$ cat config.mk
export PLATFORM = sky130hd
export DESIGN_NAME = muldiv_seq
export DESIGN_NICKNAME = d
export VERILOG_FILES = /design/src/rtl/muldiv_seq.sv
export SDC_FILE = /design/constraint.sdc
export NUM_CORES = 1
export LEC_CHECK = 0
export CORE_MARGIN = 2
export CORE_UTILIZATION = 55
export DETAILED_ROUTE_END_ITERATION = 7
export DONT_BUFFER_PORTS = 1
export GPL_ROUTABILITY_DRIVEN = 0
export PLACE_DENSITY = 0.7
export REMOVE_ABC_BUFFERS = 1
export SYNTH_ARGS = -nofsm -noshare
export SYNTH_HDL_FRONTEND = slang
export SYNTH_SLANG_ARGS = --single-unit
$ cat constraint.sdc
create_clock -name clk -period 3.7 [get_ports clk]
set_input_delay 0.185 -clock clk [delete_from_list [all_inputs] [get_ports clk]]
set_output_delay 0.185 -clock clk [all_outputs]
set_load 0.005 [all_outputs]
$ cat src/rtl/muldiv_seq.sv
// muldiv_seq: sequential shift-add multiplier / restoring divider.
// Optional MULDIV_EARLY_TERM_EN: MUL exits CALC once remaining multiplier bits are zero.
module muldiv_seq #(
    parameter int WIDTH = 16
) (
    input  logic               clk,
    input  logic               reset,
    input  logic               start,
    input  logic               op,
    input  logic [WIDTH-1:0]   A,
    input  logic [WIDTH/2-1:0] B,
    output logic               busy,
    output logic               done,
    output logic [WIDTH-1:0]   R,
    output logic [3:0]         flags
);

    localparam int HALF = WIDTH / 2;
    localparam int CW   = $clog2(HALF) + 1;

    typedef enum logic [1:0] {
        S_IDLE,
        S_CALC,
        S_DONE
    } state_t;

    state_t           state_q, state_d;
    logic             op_q, op_d;
    logic [WIDTH-1:0] acc_q, acc_d;
    logic [WIDTH-1:0] mcand_q, mcand_d;
    logic [HALF-1:0]  bq_q, bq_d;
    logic [CW-1:0]    cnt_q, cnt_d;
    logic             busy_q, busy_d;
    logic             done_q, done_d;
    logic [WIDTH-1:0] r_q, r_d;
    logic [3:0]       flags_q, flags_d;

    logic [HALF:0]    div_tmp;
    logic             div_ge;
    logic [HALF-1:0]  div_rem_n;
    logic [HALF-1:0]  div_quo_n;
    logic [WIDTH-1:0] mul_acc_n;
    logic [HALF-1:0]  mul_b_n;
    logic             last_iter;
    logic             mul_last;

    // One iteration of each datapath; the dividend low half doubles as quotient
    always_comb begin
        div_tmp   = {acc_q[WIDTH-1:HALF], acc_q[HALF-1]};
        div_ge    = (div_tmp >= {1'b0, bq_q});
        div_rem_n = div_ge ? HALF'(div_tmp - {1'b0, bq_q})
                           : div_tmp[HALF-1:0];
        div_quo_n = {acc_q[HALF-2:0], div_ge};
        mul_acc_n = acc_q + (bq_q[0] ? mcand_q : '0);
        mul_b_n   = bq_q >> 1;
        last_iter = (cnt_q == CW'(HALF - 1));
`ifdef MULDIV_EARLY_TERM_EN
        mul_last  = last_iter || (mul_b_n == '0);
`else
        mul_last  = last_iter;
`endif
    end

    // Next-state, operand latching, fast paths and result capture
    always_comb begin
        state_d = state_q;
        op_d    = op_q;
        acc_d   = acc_q;
        mcand_d = mcand_q;
        bq_d    = bq_q;
        cnt_d   = cnt_q;
        r_d     = r_q;
        flags_d = flags_q;
        case (state_q)
            S_CALC: begin
                cnt_d = cnt_q + CW'(1);
                if (!op_q) begin
                    acc_d   = mul_acc_n;
                    mcand_d = mcand_q << 1;
                    bq_d    = mul_b_n;
                    if (mul_last) begin
                        state_d = S_DONE;
                        r_d     = mul_acc_n;
                        flags_d = {mul_acc_n[WIDTH-1], 2'b00,
                                   mul_acc_n == '0};
                    end
                end else begin
                    acc_d = {div_rem_n, div_quo_n};
                    if (last_iter) begin
                        state_d = S_DONE;
                        r_d     = {div_rem_n, div_quo_n};
                        flags_d = {div_quo_n[HALF-1], 2'b00,
                                   div_quo_n == '0};
                    end
                end
            end
            default: begin
                state_d = S_IDLE;
                if (start) begin
                    op_d  = op;
                    bq_d  = B;
                    cnt_d = '0;
                    if (!op) begin
                        acc_d   = '0;
                        mcand_d = {{HALF{1'b0}}, A[HALF-1:0]};
                        state_d = S_CALC;
`ifdef MULDIV_EARLY_TERM_EN
                        if (B == '0) begin
                            state_d = S_DONE;
                            r_d     = '0;
                            flags_d = 4'b0001;
                        end
`endif
                    end else begin
                        acc_d   = A;
                        mcand_d = '0;
                        if (B == '0) begin
                            state_d = S_DONE;
                            r_d     = A;
                            flags_d = 4'b1100;
                        end else if (A[WIDTH-1:HALF] >= B) begin
                            state_d = S_DONE;
                            r_d     = A;
                            flags_d = 4'b0100;
                        end else begin
                            state_d = S_CALC;
                        end
                    end
                end
            end
        endcase
        busy_d = (state_d == S_CALC);
        done_d = (state_d == S_DONE);
    end

    // State and registered outputs; reset aborts any operation in flight
    always_ff @(posedge clk) begin
        if (reset) begin
            state_q <= S_IDLE;
            op_q    <= 1'b0;
            acc_q   <= '0;
            mcand_q <= '0;
            bq_q    <= '0;
            cnt_q   <= '0;
            busy_q  <= 1'b0;
            done_q  <= 1'b0;
            r_q     <= '0;
            flags_q <= '0;
        end else begin
            state_q <= state_d;
            op_q    <= op_d;
            acc_q   <= acc_d;
            mcand_q <= mcand_d;
            bq_q    <= bq_d;
            cnt_q   <= cnt_d;
            busy_q  <= busy_d;
            done_q  <= done_d;
            r_q     <= r_d;
            flags_q <= flags_d;
        end
    end

    assign busy  = busy_q;
    assign done  = done_q;
    assign R     = r_q;
    assign flags = flags_q;

endmodule

* Word-level counts from Yosys, hierarchy flattened
Index checks and enable logic that the tools add are counted.
** Storage, ports and cells
- Register bits after elaboration :: 69
- Output and inout bits :: 22
- Logic and storage cells :: 68
- Memories :: 0
- Bits in read-only memories :: 0
- Input bits :: 28
- Latch bits :: 0
- Bits in writable memories :: 0
** Operators by class
- $add $sub $neg :: 3
- Equality and inequality tests :: 6
- Magnitude comparators :: 2
- Mux-type cells :: 37
- Multipliers :: 0
- Div/mod/pow operators :: 0
- Bitwise logic cells :: 1
- Reduce and logical (&&, ||, !) cells :: 9
- Shifts and indexed selects :: 0
** Operators with widths (number)
- $mux 16 :: 16
- $mux 4 :: 10
- $mux 8 :: 5
- $add 16x16->16 :: 1
- $logic_not 16->1 :: 1
- $logic_not 8->1 :: 2
- $mux 2 :: 6
- $ge 9x8->1 :: 1
- $ge 8x8->1 :: 1
- $sub 8x8->8 :: 1
- $add 4x1->4 const B :: 1
- $eq 2x1->1 const B :: 2
- $eq 4x3->1 const B :: 1
- $ne 2x2->1 const B :: 2
- $reduce_and 2->1 :: 2
- $reduce_and 4->1 :: 1
- $reduce_bool 2->1 :: 2
- $reduce_bool 3->1 :: 1
- $eq 2x2->1 const B :: 1
- $not 1->1 :: 1

* Logic depth before layout (Yosys ltp)
Gate-level depths: netlist of run 1.
- Depth in word-level cells :: 7
- Depth in mapped cells :: 12

* Worst setup path after synthesis of run 1
Ideal clock, no wire load.
- Path type :: reg-to-reg
- From :: register bq_q[0]
- To :: register flags_q[3] (netlist: flags[3])
- Cell stages (with the launch flop) :: 12
- Path slack :: 0.943 ns
- Path buffers :: 1
- Data arrival time :: 2.669 ns
- Clock period less this slack :: 2.757 ns
- Setup time :: 0.088 ns
- Required time :: 3.612 ns
- Cell sequence :: dfxtp_1 clkbuf_1 and2_1 ha_1 a2111oi_4 o21ai_2 a2111oi_4 or3_4 nor3b_2 nor4_4 nand3_1 a311oi_2
** On the way
- Cells in the longest elaborated chain, start to end :: 5
** Ends and longest elaborated chain
- start, declared :: RTL line 31 : logic [HALF-1:0] bq_q, bq_d;
- start signal, assigned :: RTL line 154 : bq_q <= bq_d;
- $mux 16 :: RTL line 54 : mul_acc_n = acc_q + (bq_q[0] ? mcand_q : '0);
- $add 16x16->16 :: RTL line 54
- $mux 4 :: RTL line 81 : if (mul_last) begin
- $mux 4 :: RTL line 77 : if (!op_q) begin
- $mux 4 :: RTL line 74 : case (state_q)
- end signal, assigned :: RTL line 159 : flags_q <= flags_d;
- end, declared :: RTL line 36 : logic [3:0] flags_q, flags_d;
No other way between the ends. The select of a mux whose other input is x is not followed.
A chain may end at the register's enable or synchronous reset.

* Final worst setup path of run 1
- From :: register bq_q[0]
- To :: register flags_q[0] (netlist: flags[0])
** On the way
- Cells in the longest elaborated chain, start to end :: 6
- Elaborated cells on any way between the ends :: 9
** Ends and longest elaborated chain
- $mux 16 :: RTL line 54
- $add 16x16->16 :: RTL line 54
- $logic_not 16->1 :: RTL line 85 : mul_acc_n == '0};
- $mux 4 :: RTL line 81
- $mux 4 * :: RTL line 77
- $mux 4 * :: RTL line 74
Every way passes the cells marked *; elsewhere a longest branch is shown, timed or not. The select of a mux whose other input is x is not followed.

==> flow_summary.rst, run 1 <==
.. list-table::
   :header-rows: 1

   * - Metric
     - Value
   * - Global-route met1 utilization
     - 41.82%
   * - Final TNS setup
     - 0 ns
   * - Iteration-0 DRC Markers
     - 211
   * - Cell taking the most area after synthesis
     - dfxtp_1
   * - Diode count
     - 0
   * - Sequential share of power
     - 43.4%
   * - Count of pins over their slew limit
     - 0
   * - Critical path capture point type
     - flop
   * - Fraction of final layout cells sized beyond drive strength 1
     - 6.552%
   * - Number of antenna violations at the first check in global routing
     - 0
   * - Number of non-filler instances in the completed layout
     - 685
   * - Netlist area before placement
     - 4576 sq um
   * - Average via count per standard cell
     - 6.279
   * - Width of the die
     - 95.21 um
   * - Yosys synthesis warning count
     - 0
   * - Setup slack of the critical path after layout
     - 0.3577 ns
   * - Data required, critical path
     - 3.99 ns
   * - Static Leakage
     - 1.993 nW
   * - HPWL after detailed placement
     - 9140 um
   * - Net count of the finished layout
     - 637
   * - Worst supply voltage drop on vdd
     - 0.0002815 V
   * - Worst reg2reg startpoint
     - bq_q[0]
   * - Count of cells along the worst register-to-register path
     - 11
   * - Wire length of the first global-routing pass
     - 20,810 um
   * - Gate power share
     - 27.1%
   * - Number of cell rows
     - 33
   * - Hold Path Class
     - primary input to flop
   * - Clock power frac
     - 29.5%
   * - Clock tree root driver cell
     - clkbuf_8
   * - Slew margin rel.
     - 39.30%
   * - Distinct cells, synth
     - 68
   * - Initial Utilization
     - 56.25%
   * - Final clock skew
     - 0.01489 ns
   * - Via count of the first global-routing pass
     - 4,072
   * - Synth Area per Inst
     - 7.822 sq um
   * - Most frequent cell after synthesis
     - nor2_1
   * - Final setup fails
     - 0
   * - DR vias
     - 4,301
   * - Clock period minus worst slack
     - 3.342 ns
   * - Slew at the pin closest to its max-slew limit
     - 0.9104 ns
   * - Cell count after synthesis
     - 585
   * - Switching portion of total power
     - 35.67%
   * - Minimum hold slack
     - 0.02297 ns
   * - Arrival time of data at the critical path endpoint
     - 3.63 ns
   * - Largest net degree at the start of global routing
     - 69
   * - Die ar.
     - 9065 sq um
   * - Power dissipated by switching net loads
     - 0.6808 mW
   * - Count of flip-flops with a built-in enable after synthesis
     - 0
   * - Critical R2R Capture
     - flags[0]
   * - Pre-antenna DRT Iters
     - 5
   * - Flops & latches, synth
     - 68
   * - Number of buffers on the longest clock path
     - 2
   * - Sum of routed wire length over all layers
     - 13,010 um
   * - Number of port buffers
     - 0
   * - Remaining global-route overflow
     - 0
   * - Fmax
     - 299.2 MHz
   * - Post-Place Cells
     - 660
   * - Die span in y
     - 95.21 um
   * - Outcome
     - complete, no violations
   * - Setup repair after global routing missed its margin
     - false
   * - Area Overhead vs Synth
     - 7.055%
   * - Hold EP
     - R[12]
   * - Top-area cell type share of the netlist area
     - 29.75%
   * - GR met2 Demand/Resource
     - 45.42%
   * - Post-route clock period utilization
     - 90.33%
   * - Area of the core region
     - 8134 sq um
   * - Crit path max fanout
     - 18
   * - Ys flop type
     - dfxtp_1
   * - Final cell area excluding filler cells
     - 4898 sq um
   * - Routed len/inst
     - 18.99 um
   * - Number of top-level pins
     - 50
   * - Clock-pin slew on the worst setup and hold paths
     - 0.08 ns
   * - Post-route DRC
     - 0
   * - Top cells by area in the synthesized netlist
     - dfxtp_1 30%, ha_1 8.8%, nor2_1 5.7%
   * - Global route hottest layer
     - met2
   * - Global-route met3 utilization
     - 7.431%
   * - Classification of the worst setup path
     - flop to flop
   * - Post-route antenna net violation count
     - 0
   * - CTS tree
     - done
   * - Placement-stage cell area
     - 4621 sq um
   * - Crit path launch type
     - flop
   * - Start point of the worst hold path
     - reset
   * - Total global routing track utilization
     - 30.11%
   * - Sequential share of the synthesized area
     - 29.75%
   * - Power density normalized to cell area
     - 389.6 nW/um^2
   * - Post-synth ARST share
     - 0%
   * - Max H-tree Level
     - 3
   * - Worst slack after detailed placement
     - 0.4851 ns
   * - Total clock sinks
     - 68
   * - Internal power
     - 1.228 mW
   * - Clock buffer count from CTS
     - 9
   * - Max capacitance violation total
     - 0
   * - Clk Latency, worst-skew pair
     - 0.36 ns
   * - Number of hold-slack violations in the final timing report
     - 0
   * - R2R setup slack
     - 0.36 ns
   * - Worst Hold Path Cells
     - 2
   * - Cell types with the highest counts after synthesis
     - 70 x nor2_1, 68 x dfxtp_1, 64 x nand2_1
-- layout by cell type (no fill, tap or decap), types with 3 or more instances in the layout --
master,n
nor2_1,70
nand3_1,10
a211o_1,3
a211oi_1,21
o21a_1,3
buf_4,7
nor4_1,6
o21ai_0,10
a221oi_1,5
o311ai_1,3
nor3_1,20
ha_1,32
nor2b_1,4
and3_1,5
nand2_1,64
xor2_1,8
clkinv_4,3
a21o_1,10
mux2i_1,9
dfxtp_1,68
xnor2_1,7
o211ai_1,5
and2_1,17
inv_1,26
nand2b_1,8
clkbuf_8,9
a22oi_1,16
o21ai_1,7
nor3b_1,7
a311oi_1,8
dlygate4sd3_1,8
a22o_1,3
a21oi_1,44
-- worst max-delay path: stages, from the launching register on --
cell and delay (ns):
dfxtp_1 0.48, and2_1 0.23, ha_1 0.22, fa_1 0.42
a21oi_1 0.23, o2111ai_1 0.24, o2111ai_1 0.41, nand2_1 0.14
a311oi_1 0.37, nand4_1 0.15, nor4b_2 0.25, o2bb2ai_1 0.14
-- kinds of logic after synthesis --
group	share of synthesized area (%)
buffers and inverters	5.578
DFF	29.75
adders and majority gates	9.625
and+or+nand+nor	24.61
AOI/OAI and AO/OA	25.51
xor gates and xnor gates	2.871
muxes	1.969
other	0.08196
-- worst max-delay path by stage --
stage	startpoint	endpoint	slack [ns]	cells past startpoint
6_report	bq_q[0]	flags[0]	0.36	11
2_1_floorplan	state_q[0]	bq_q[0]	-0.15	5
3_5_place_dp	bq_q[0]	flags[0]	0.49	11
5_1_grt	bq_q[0]	flags[0]	0.09	11
4_1_cts	bq_q[0]	flags[0]	0.41	11
3_3_place_gp	bq_q[0]	flags[0]	0.58	11
-- metal layers --
metal  vias to the layer above  share of wire [%]
met1                      2021                 46
met3                        24                8.4
met2                       166                 44
met4                         0                2.3
met5                         -                  0
li1                       2090                  -
-- cell type report --
cell class / count / area [sq um]
clock inverter: 5 / 38.79
timing repair buffer: 16 / 160.2
fill: 756 / 3236
tap: 105 / 131.4
clock buffer: 11 / 131.4
multi-input combinational: 451 / 2967
inverter: 29 / 108.9
sequential: 68 / 1361
-- per-stage QoR --
step                      total power, mW  util [%]
after detailed placement            1.328     56.81
after CTS                           1.900     60.22
final                               1.909     60.22
after global placement              1.316     56.81
after global routing                1.997     60.22
after floorplan                     1.200         -
-- flip-flops by register name (all words and copies together), names as in the netlist --
signal	cells
acc_q	16
flags	3
done	1
bq_q	8
cnt_q	4
op_q	1
busy	1
mcand_q	16
state_q	2
R	16
-- power groups by stage --
stage               clock [mW]  combinational (mW)  sequential [mW]
floorplan                    0               0.372            0.828
global placement             0               0.472            0.843
detailed placement           0               0.484            0.844
CTS                      0.565               0.508            0.827
global route             0.592               0.570            0.835
finish                   0.563               0.517            0.828
-- timing repair --
| item | CTS | global route |
|---|---|---|
| hold buffers | 9 | 0 |
| hold endpoints to repair | 68 | 0 |
| resized for setup | 0 | 0 |
| setup buffers | 0 | 0 |
Power figures use the tool's default switching activity.
==> inputs of run 2 (changes only) <==
--- a/config.mk
+++ b/config.mk
@@ -10,7 +10,8 @@
 export DETAILED_ROUTE_END_ITERATION = 7
 export DONT_BUFFER_PORTS = 1
 export GPL_ROUTABILITY_DRIVEN = 0
-export PLACE_DENSITY = 0.7
+export GPL_TIMING_DRIVEN = 1
+export PLACE_DENSITY = 0.73
 export REMOVE_ABC_BUFFERS = 1
 export SYNTH_ARGS = -nofsm -noshare
 export SYNTH_HDL_FRONTEND = slang
==> constraint.sdc (replaced) <==
create_clock -name clk -period 3 [get_ports clk]
set_input_delay 0.15 -clock clk [delete_from_list [all_inputs] [get_ports clk]]
set_output_delay 0.15 -clock clk [all_outputs]
set_load 0.005 [all_outputs]
==> run 2 against run 1 <==
Register-to-register slack got worse by 0.22 ns. Setup slack lost 0.22 ns. Clock skew down 0.0045 ns. Sequential share of layout area decreased by 0.84 points. Final cell count is 1.0% higher. Sequential power is 23% higher. Count of clock-buffer cells in the layout shrank 2. Power is 34% higher. Die area did not move. Largest cell class unchanged.
==> flow_summary.rst, run 2 (synthesized netlist as in run 1, its figures left out) <==
.. list-table::
   :header-rows: 1

   * - Metric
     - Value
   * - R2R setup slack
     - 0.14 ns (-0.22 ns)
   * - Area of the core region
     - 8134 sq um (unchanged)
   * - Initial Utilization
     - 56.25% (unchanged)
   * - Number of hold-slack violations in the final timing report
     - 0 (unchanged)
   * - Data required, critical path
     - 3.28 ns (-0.71 ns)
   * - Max capacitance violation total
     - 0 (unchanged)
   * - Number of port buffers
     - 0 (unchanged)
   * - Critical R2R Capture
     - flags[3]
   * - Total global routing track utilization
     - 29.61% (-0.50 points)
   * - Crit path launch type
     - flop
   * - Final core utilization
     - 62.16% (+1.9 points)
   * - Worst reg2reg startpoint
     - bq_q[0]
   * - Most frequent standard cell in the layout excluding fill and tap cells
     - nor2_1
   * - Max H-tree Level
     - 3 (unchanged)
   * - Post-route DRC
     - 0 (unchanged)
   * - Clk Latency, worst-skew pair
     - 0.36 ns (about the same)
   * - Routed len/inst
     - 18.61 um (-2.0%)
   * - Clock period minus worst slack
     - 2.858 ns (-0.4843 ns)
   * - Worst supply voltage drop on vdd
     - 0.0003507 V (+25%)
   * - Fmax
     - 349.9 MHz (+17%)
   * - Minimum hold slack
     - 0.005056 ns (-0.01792 ns)
   * - Total clock sinks
     - 68 (unchanged)
   * - Sum of routed wire length over all layers
     - 12,880 um (-1.0%)
   * - Placement-stage cell area
     - 4651 sq um (+0.65%)
   * - Number of non-filler instances in the completed layout
     - 692 (+1.0%)
   * - Clock-pin slew on the worst setup and hold paths
     - 0.09 ns (about the same)
   * - Classification of the worst setup path
     - flop to flop
   * - Die span in y
     - 95.21 um (unchanged)
   * - Post-Place Cells
     - 664 (+0.61%)
   * - Library cell appearing most often on the critical path
     - a21oi_1
   * - Number of cell rows
     - 33 (unchanged)
   * - Worst slack after detailed placement
     - 0.06321 ns (-0.4219 ns)
   * - Remaining global-route overflow
     - 0 (unchanged)
   * - Final setup fails
     - 0 (unchanged)
   * - DR vias
     - 4,381 (+1.9%)
   * - Setup slack of the critical path after layout
     - 0.1420 ns (-0.2157 ns)
   * - Clock tree root driver cell
     - clkbuf_8
   * - Post-route antenna net violation count
     - 0 (unchanged)
   * - Slew at the pin closest to its max-slew limit
     - 0.9264 ns (+0.01599 ns)
   * - Crit path cell chain
     - buf_4, and2_1, ha_1, a21oi_1, nand2_1, a21oi_1, or3_4, nor3b_2, nor4_4, nand3_1, a311oi_2
   * - Fraction of final layout cells sized beyond drive strength 1
     - 9.029% (+2.5 points)
   * - Wire length of the first global-routing pass
     - 20,680 um (-0.63%)
   * - Pre-antenna DRT Iters
     - 5 (unchanged)
   * - Arrival time of data at the critical path endpoint
     - 3.13 ns (-0.50 ns)
   * - Hold Path Class
     - primary input to flop
   * - Hold EP
     - mcand_q[0]
   * - Count of pins over their slew limit
     - 0 (unchanged)
   * - Final cell area excluding filler cells
     - 5056 sq um (+3.2%)
   * - Final clock skew
     - 0.01042 ns (-0.004468 ns)
   * - Total setup buffers inserted after CTS
     - 0 (unchanged)
   * - Outcome
     - complete, no violations
   * - Diode count
     - 0 (unchanged)
   * - Static Leakage
     - 2.056 nW (+3.1%)
   * - Via count of the first global-routing pass
     - 4,125 (+1.3%)
   * - Area Overhead vs Synth
     - 10.50%
   * - Critical Path Max Stage Delay
     - 0.42 ns (-0.06 ns)
   * - Die ar.
     - 9065 sq um (unchanged)
   * - Slew margin rel.
     - 38.24% (-1.1 points)
   * - Power density normalized to cell area
     - 504.5 nW/um^2 (+29%)
   * - Count of cells along the worst register-to-register path
     - 11 (unchanged)
   * - Clock buffer count from CTS
     - 9 (unchanged)
   * - Overall Power
     - 2.551 mW (+34%)
   * - HPWL after detailed placement
     - 8991 um (-1.6%)
   * - Crit path max fanout
     - 10 (-8)
   * - Critical path capture point type
     - flop
   * - Setup repair after global routing missed its margin
     - false
   * - Start point of the worst hold path
     - op
   * - Iteration-0 DRC Markers
     - 259 (+23%)
   * - Number of antenna violations at the first check in global routing
     - 0 (unchanged)
   * - Net count of the finished layout
     - 644 (+1.1%)
   * - Worst Hold Path Cells
     - 3 (+1)
   * - CTS tree
     - done
   * - Average via count per standard cell
     - 6.331 (+0.83%)
   * - Final TNS setup
     - 0 ns (unchanged)
   * - Most frequent cells in the layout
     - 70 x nor2_1, 67 x dfxtp_1, 64 x nand2_1
   * - Number of buffers on the longest clock path
     - 2 (unchanged)
   * - Width of the die
     - 95.21 um (unchanged)
   * - Number of top-level pins
     - 50 (unchanged)
   * - Post-route clock period utilization
     - 95.27% (+4.9 points)
   * - Cell family with the largest share of critical-path delay
     - simple AND/OR/NAND/NOR gates
   * - Largest net degree at the start of global routing
     - 70 (+1.4%)
   * - Slowest cell on crit path
     - or3_4
   * - WP buf/inv
     - 1 (+1)
[run 2: cell types whose count changed in the layout (fill, tap and decap cells not counted), moves of 2 or more]
cell           change
a21oi_2            +2
a211oi_1           -3
bufinv_16          +2
dlygate4sd3_1      +3
a21oi_1            -2
a211oi_2           +3
buf_4              +4
o2111ai_1          -2
clkbuf_1           -2
o2111ai_2          +2
[run 2: worst max-delay path by stage]
stage	startpoint	end	slack, ns	depth (start not counted)
2_1_floorplan	state_q[0]	bq_q[0]	-0.85	5
3_3_place_gp	bq_q[0]	flags[0]	0.14	11
3_5_place_dp	bq_q[0]	flags[3]	0.06	10
4_1_cts	bq_q[0]	R[12]	0.04	12
5_1_grt	bq_q[0]	flags[3]	0.02	11
6_report	bq_q[0]	flags[3]	0.14	11
[run 2: final cells by class]
cell class                 instances  area (sq um)
fill                             703          3078
sequential                        68          1363
inverter                          29         108.9
tap                              105         131.4
multi-input combinational        451          3008
clock inverter                     7         101.3
clock buffer                       9         123.9
timing repair buffer              23         220.2
[run 2: repair_timing]
item | in CTS | in global routing
resized for setup | 1 | 8
setup endpoints to repair | 1 | 12
hold endpoints to repair | 68 | 0
hold buffers | 12 | 0
[run 2: per-layer routing]
metal | track usage (%) | share of wire [%]
met5 | 0 | 0
met3 | 6.008 | 7.0
met2 | 48.06 | 47
met4 | 10.14 | 1.9
met1 | 39.17 | 44
[run 2: power breakdown]
part	internal [mW]	switching [mW]
combinational	0.261	0.393
sequential	0.959	0.0594
clock	0.472	0.407
total	1.69	0.859
[run 2: worst min-delay path: cells and delay by family]
family | cells | cell delay, ns
AO/OA/AOI/OAI | 1 | 0.11
AND/OR/NAND/NOR | 2 | 0.07
